<file path="config.mk">
export PLATFORM = sky130hd
export DESIGN_NAME = w_serial_tx
export DESIGN_NICKNAME = d
export VERILOG_FILES = /design/src/rtl/w_serial_tx.sv
export SDC_FILE = /design/constraint.sdc
export NUM_CORES = 1
export LEC_CHECK = 0
export CELL_PAD_IN_SITES_DETAIL_PLACEMENT = 2
export CELL_PAD_IN_SITES_GLOBAL_PLACEMENT = 2
export CORE_MARGIN = 2
export CORE_UTILIZATION = 33
export CTS_BUF_LIST = sky130_fd_sc_hd__clkbuf_4 sky130_fd_sc_hd__clkbuf_8
export CTS_CLUSTER_DIAMETER = 100
export DETAILED_ROUTE_END_ITERATION = 16
export PLACE_DENSITY = 0.78
export SETUP_SLACK_MARGIN = 0.05
export SYNTH_ARGS = -nofsm -noshare
export SYNTH_HDL_FRONTEND = slang
export SYNTH_SLANG_ARGS = --single-unit
</file>
<file path="constraint.sdc">
create_clock -name clk -period 2 [get_ports clk]
set_input_delay 0.4 -clock clk [delete_from_list [all_inputs] [get_ports clk]]
set_output_delay 0.4 -clock clk [all_outputs]
set_load 0.03 [all_outputs]
</file>
<file path="src/rtl/w_serial_tx.sv">
`default_nettype none
// +--------------------------------------------------------------------------+
// | w_serial_tx : frames a parallel word on w as preamble 1s, MSB-first data, |
// |               then trailing 0s.                Revision: 1.0             |
// +--------------------------------------------------------------------------+
module w_serial_tx #(
  parameter int DATA_W  = 8,
  parameter int PRE_LEN = 2,
  parameter int GAP_LEN = 1
) (
  input  logic              clk,
  input  logic              Reset,
  input  logic              load_valid,
  input  logic [DATA_W-1:0] load_data,
  output logic              load_ready,
  output logic              w,
  output logic [1:0]        State,
  output logic              done
);

  localparam int MAX_PD  = (PRE_LEN > DATA_W) ? PRE_LEN : DATA_W;
  localparam int MAX_LEN = (MAX_PD > GAP_LEN) ? MAX_PD : GAP_LEN;
  localparam int CNT_W   = (MAX_LEN > 1) ? $clog2(MAX_LEN) : 1;

  localparam logic [CNT_W-1:0] C_PRE  = CNT_W'(PRE_LEN - 1);
  localparam logic [CNT_W-1:0] C_DATA = CNT_W'(DATA_W - 1);
  localparam logic [CNT_W-1:0] C_GAP  = CNT_W'(GAP_LEN - 1);
  localparam logic [CNT_W-1:0] C_ONE  = CNT_W'(1);

  typedef enum logic [1:0] {
    IDLE = 2'b00,
    PRE  = 2'b01,
    DATA = 2'b10,
    GAP  = 2'b11
  } state_t;

  state_t              state_q, state_d;
  logic [CNT_W-1:0]    cnt_q, cnt_d;
  logic [DATA_W-1:0]   sr_q, sr_d;
  logic                w_q, w_d;

  // w_d is the value w must show in the cycle after this edge, so each branch
  // computes it from the state being entered, keeping w a plain flop.
  always_comb begin
    state_d = state_q;
    cnt_d   = cnt_q;
    sr_d    = sr_q;
    w_d     = 1'b0;
    case (state_q)
      IDLE: begin
        if (load_valid) begin
          state_d = PRE;
          cnt_d   = C_PRE;
          sr_d    = load_data;
          w_d     = 1'b1;
        end
      end
      PRE: begin
        if (cnt_q == '0) begin
          state_d = DATA;
          cnt_d   = C_DATA;
          w_d     = sr_q[DATA_W-1];
          sr_d    = sr_q << 1;
        end else begin
          cnt_d = cnt_q - C_ONE;
          w_d   = 1'b1;
        end
      end
      DATA: begin
        if (cnt_q == '0) begin
          state_d = GAP;
          cnt_d   = C_GAP;
        end else begin
          cnt_d = cnt_q - C_ONE;
          w_d   = sr_q[DATA_W-1];
          sr_d  = sr_q << 1;
        end
      end
      GAP: begin
        if (cnt_q == '0) begin
          state_d = IDLE;
        end else begin
          cnt_d = cnt_q - C_ONE;
        end
      end
      default: state_d = IDLE;
    endcase
  end

  always_ff @(posedge clk or negedge Reset) begin
    if (!Reset) begin
      state_q <= IDLE;
      cnt_q   <= '0;
      sr_q    <= '0;
      w_q     <= 1'b0;
    end else begin
      state_q <= state_d;
      cnt_q   <= cnt_d;
      sr_q    <= sr_d;
      w_q     <= w_d;
    end
  end

  assign State      = state_q;
  assign w          = w_q;
  assign load_ready = (state_q == IDLE);
  assign done       = (state_q == GAP) && (cnt_q == '0);

endmodule
`default_nettype wire

</file>
==> results.json <==
{
  "syn-cell-area_um2": 862,
  "cts.htree.levels": 1,
  "fillers": 280,
  "worst_ep_arrival_time_ns": 1.44,
  "min_period_ns": 1.84,
  "final_cells": 136,
  "yosysTopAreaCell": "dfrtp_1",
  "syn_area_per_cell_um2": 10.0,
  "viasPerCell": 5.18,
  "grt.total_usage_pct": 17.4,
  "syn-num-nets": 104,
  "initial_utilization_pct": 34.8,
  "netlist_top_cells_area": "dfrtp_1, ha_1, mux2i_1",
  "synth-simple-area-share_pct": 12.6,
  "synthMuxAreaShare_pct": 8.13,
  "num_vias": 704,
  "seq_area_frac_synth_pct": 40.6,
  "insertion_delay_ns": 0.27,
  "cts_num_sinks": 14,
  "first_global_vias": 738,
  "async_reset_ff_share_pct": 100,
  "synth_top_area_share_pct": 40.6,
  "wirelength_um": 2190,
  "hold_slack_ns": 0.437,
  "pwr-share-clk_pct": 9.1,
  "dp_cells": 132,
  "hp-class": "in2async",
  "port_buffers": 15,
  "pwr-share-comb_pct": 67.4,
  "setup_viol": 0,
  "core_area_mm2": 0.00248,
  "drtPass1Iterations": 4,
  "wl_per_cell_um": 16.1,
  "ctsRootBufferMaster": "clkbuf_4",
  "hold_viol_final": 0,
  "critPathMaxFanout": 4,
  "ir_drop_mv": 1.18,
  "skew_ns": 0.00125,
  "drv_cap": 0,
  "drive_above_1_share_pct": 19.8,
  "synth_cell_types": 30,
  "post_cts.repair.setup_buffers": 0,
  "slew_viol_final": 0,
  "p_per_area_mw_per_mm2": 2020,
  "path_class": "reg2out",
  "crit_family": "buffers and inverters",
  "dpl.hpwl_um": 1670,
  "cp_cell_sequence": "inv_1 > ha_2 > dlygate4sd2_1",
  "die_area_mm2": 0.00304,
  "cts_made_buffers": 3,
  "status": "complete, no violations",
  "required_ns": 1.60,
  "swShare_pct": 45.0,
  "synth_flop_cell": "dfrtp_1",
  "io_pins": 16,
  "syn_to_final_growth_pct": 29.6,
  "drt_iter0_markers": 9,
  "die_w_um": 55.1,
  "gp_congestion": 0.702,
  "p_sw_w": 0.00102,
  "fmax_ghz": 0.543,
  "cts_tree": "built",
  "crit_path_end_kind": "output port",
  "utilization_pct": 45.1,
  "synth-edff-count": 0,
  "internal-power_w": 0.00124,
  "seq_power_share_pct": 23.6,
  "final_antenna_net_count": 0,
  "synth_seq_cells": 14,
  "clkTransAtPathRegs_ns": 0.09,
  "syn-instance-count": 86,
  "hold_buffers": 0,
  "synth_top_family_by_area": "compound AO/OA/AOI/OAI gates",
  "fin_nets": 125,
  "leakagePower_nw": 0.494,
  "synthAdderAreaFrac_pct": 10.2,
  "worstMarginPinSlew_ns": 0.355,
  "relSlewSlack_pct": 76.2,
  "grt_max_degree": 17,
  "synth_xor_area_share_pct": 0,
  "diodes": 0,
  "timing.critical_path.buf_inv": 2,
  "fin_tns_setup_ns": 0,
  "cpPeakStageDelay_ns": 0.44,
  "clockBufferDepth": 2,
  "post-route-period-util_pct": 92.1,
  "overflow": 0,
  "cpMaxStageDelayCell": "dfrtp_2",
  "rsz0062_at_grt": "false",
  "num_rows": 18,
  "synth_compound_area_share_pct": 22.6,
  "drc": 0,
  "yosys_warnings": 0,
  "antenna_found_initial": 0,
  "grt_pass1_wl_um": 3640,
  "die_h_um": 55.1,
  "start_kind": "register"
}
cells in the final DEF (no fill, tap or decap), drive strengths merged, types with 3 or more instances in the layout:
| cell | n |
|---|---|
| dfrtp | 14 |
| clkdlybuf4s50 | 13 |
| nor2 | 12 |
| a21oi | 10 |
| inv | 8 |
| mux2i | 7 |
| ha | 7 |
| buf | 5 |
| clkbuf | 4 |
| o21ai | 3 |
| nand2 | 3 |
through the flow:
stage	setup WS [ns]	total power [W]	cell area [um^2]
final	0.158	0.00226	1120
after global routing	0.0543	0.00246	1120
after CTS	0.0651	0.00229	1110
after detailed placement	0.101	0.00207	1070
after global placement	0.183	0.00199	1070
after floorplan	0.128	0.00162	867
flip-flops by register name, summed over array words and instances, names as in the netlist:
signal and flops:
sr_q 8, State 2, cnt_q 3, w 1
metal layers:
layer | part of all wire [%] | wire length, um | track usage (%) | vias up
li1 | - | - | - | 342
met4 | 1.2 | 27 | 7.32 | 0
met5 | 0 | 0 | 0 | -
met1 | 48 | 1040 | 24.5 | 351
met3 | 2.3 | 50 | 2.42 | 2
met2 | 49 | 1060 | 26.6 | 9
logic make-up after synthesis:
logic type | count (synthesis)
AO/OA/AOI/OAI | 25
AND/OR/NAND/NOR | 22
flip-flops | 14
buffers and inverters | 11
multiplexers | 7
adder cells (fa/ha/maj) | 7
power groups by stage:
stage	Clock [W]	Combinational, W	Sequential (W)
floorplan	0	0.00105	0.000573
global placement	0	0.00146	0.000530
detailed placement	0	0.00153	0.000539
CTS	0.000219	0.00153	0.000535
global route	0.000234	0.00168	0.000550
finish	0.000205	0.00152	0.000533
final timing paths:
kind                                       from                   end  slack (ns)  cells past startpoint
max                        State[1]$_DFFE_PN0P_            load_ready        0.16                      3
min                                       Reset  State[1]$_DFFE_PN0P_        0.44                      2
max reg2reg                State[0]$_DFFE_PN0P_   sr_q[0]$_DFFE_PN0P_        0.24                      7
min reg2reg                 sr_q[2]$_DFFE_PN0P_   sr_q[2]$_DFFE_PN0P_        0.53                      2
max in group asynchronous                 Reset  State[0]$_DFFE_PN0P_        1.38                      2
min in group clk            sr_q[2]$_DFFE_PN0P_   sr_q[2]$_DFFE_PN0P_        0.53                      2
synthesized netlist by cell type (2+ instances only):
master,instances
a211oi_1,2
o21ai_0,3
inv_1,8
a21oi_2,2
mux2i_1,7
nand2_1,3
ha_1,7
dfrtp_1,14
nor2_1,12
a21oi_1,8
cell type report:
class                           count  area [um^2]  share of cell area [%]
Multi-Input combinational cell     61          472                    42.2
Sequential cell                    14          353                    31.6
Timing Repair Buffer               19          189                    16.9
Tap cell                           30         37.5                    3.36
Clock buffer                        4         36.3                    3.25
Inverter                            8         30.0                    2.69
what timing repair did:
action	CTS	global route
hold endpoints to repair	0	0
gates resized for setup	1	3
setup endpoints to repair	1	1
No activity file was read; power rests on OpenSTA's default activity.
==> patch (config.mk and constraints unchanged) <==
`sr_q` no longer has a reset.
--- a/src/rtl/w_serial_tx.sv
+++ b/src/rtl/w_serial_tx.sv
@@ -92,12 +92,14 @@
       state_q <= IDLE;
       cnt_q   <= '0;
-      sr_q    <= '0;
       w_q     <= 1'b0;
     end else begin
       state_q <= state_d;
       cnt_q   <= cnt_d;
-      sr_q    <= sr_d;
       w_q     <= w_d;
     end
+  end
+
+  always_ff @(posedge clk) begin
+    sr_q <= sr_d;
   end
 
Formal check against the unedited RTL: same outputs for any inputs over 10 cycles, from zero or initial values and one cycle with Reset low; that may be too few to reach the edited logic, so the function may still have changed.
==> patch against the unedited design <==
Power is 8.5% lower; largest cell class unchanged; area after synthesis is 1.7% lower; worst setup slack worse by 14 ps; register-to-register slack better by 40 ps; sequential cell count stayed put; maximum frequency is 0.74% lower; wire length is 15% lower; final area is 6.0% lower; global-route usage is 1.8 points lower; die area is 1.6% lower.
==> patch: results <==
metrics = {
    "finish": {
        "area_share_nonclk_buffers": 0.1478,
        "clock_area_frac": 0.02861,
        "buffers": 16,
        "final.signal_inverter_count": 5,
        "post_route_cells_drive_above_1_share": 0.3059,
        "final.fill_count": 266,
        "signed_area_change_from_the_synthesized_netlist_to_the_final_layout_pct": 23.93,
        "finalNetCount": 104,
        "clock_buffers": 4,
        "area.sequential_sq_um": 392.9,
        "layout.comb_gates.multi_input": 46,
    },
    "logic_synthesis": {
        "syn-num-nets": 87,
        "yosysSeqAreaShare": 0.4609,
        "yosys_warnings": 0,
        "async_flop_share": 0.4286,
        "synth.area.top_cells": "edfxtp_1 (28%), dfrtp_1 (18%), ha_1 (10%), mux2_2 (9.3%), a21oi_1 (3.5%)",
        "synth_enable_flop_cells": 8,
        "ys_top_cells_by_count": "edfxtp_1 (8), ha_1 (7), mux2_2 (7)",
        "synth_cells": 69,
        "post_synth_num_cell_types": 27,
        "syn-cell-area_sq_um": 847.1,
    },
    "grt": {
        "grt.total_usage": 0.1564,
        "antenna_found_initial": 0,
        "pin_count_of_the_biggest_net_entering_global_routing": 10,
        "grt_first_pass_wirelength_mm": 3.125,
        "first_global_vias": 641,
    },
    "timing": {
        "hold-worst-slack_ps": 376.1,
        "max_slew.worst_pin.slew_ps": 357.8,
    },
    "routing": {
        "vias": 588,
        "drt_iter0_markers": 2,
        "post_drt_wl_per_cell_um": 16.15,
        "totalWireLength_mm": 1.857,
    },
    "power_and_ir_drop": {
        "leakage_uw": 0.0004171,
        "power.ir.vdd_worst_v": 0.0008101,
    },
    "clock_network": {
        "cts_setup_buffers": 1,
        "post_cts.resized_instances": 1,
    },
    "place": {
        "postPlaceCellArea_sq_mm": 0.001008,
        "finalWeightedCongestion": 0.7191,
        "dpl.cell_count": 110,
    },
    "critical_path": {
        "critical_path_arrival_ps": 1460,
        "worst_setup_path_endpoint": "load_ready",
        "rrSetupSlack_ps": 280,
        "reg2regPathDepth": 6,
    },
    "outcome": {
        "outcome": "completed",
    },
}
[patch: changes by cell type in the layout (fill, tap and decap cells not counted), moves of 2 or more]
cell,delta
dfrtp_1,-8
edfxtp_1,+8
mux2_2,+7
mux2i_1,-7
nor2_1,-5
inv_1,-3
nand2_1,-3
o21ai_0,-3
a21oi_1,-2
buf_4,-2
ha_1,+2
ha_2,-2
[patch: per-layer routing]
metal	part of all wire	GRT usage	vias to the layer above
li1	-	-	281
met1	0.44	0.1922	286
met2	0.51	0.2619	16
met3	0.025	0.01913	5
met4	0.023	0.08750	0
met5	0	0	-
[patch: kinds of logic after synthesis]
kind of cell,synth area share
AO/OA/AOI/OAI,0.1728
flip-flops,0.4609
AND/OR/NAND/NOR,0.09897
buffers and inverters,0.05317
multiplexers,0.1108
adder cells (fa/ha/maj),0.1034
[patch: power by group]
group          internal, uW  switching (uW)
Clock                  91.0            89.5
Sequential              535            83.6
Combinational           581             688
Total                  1210             861
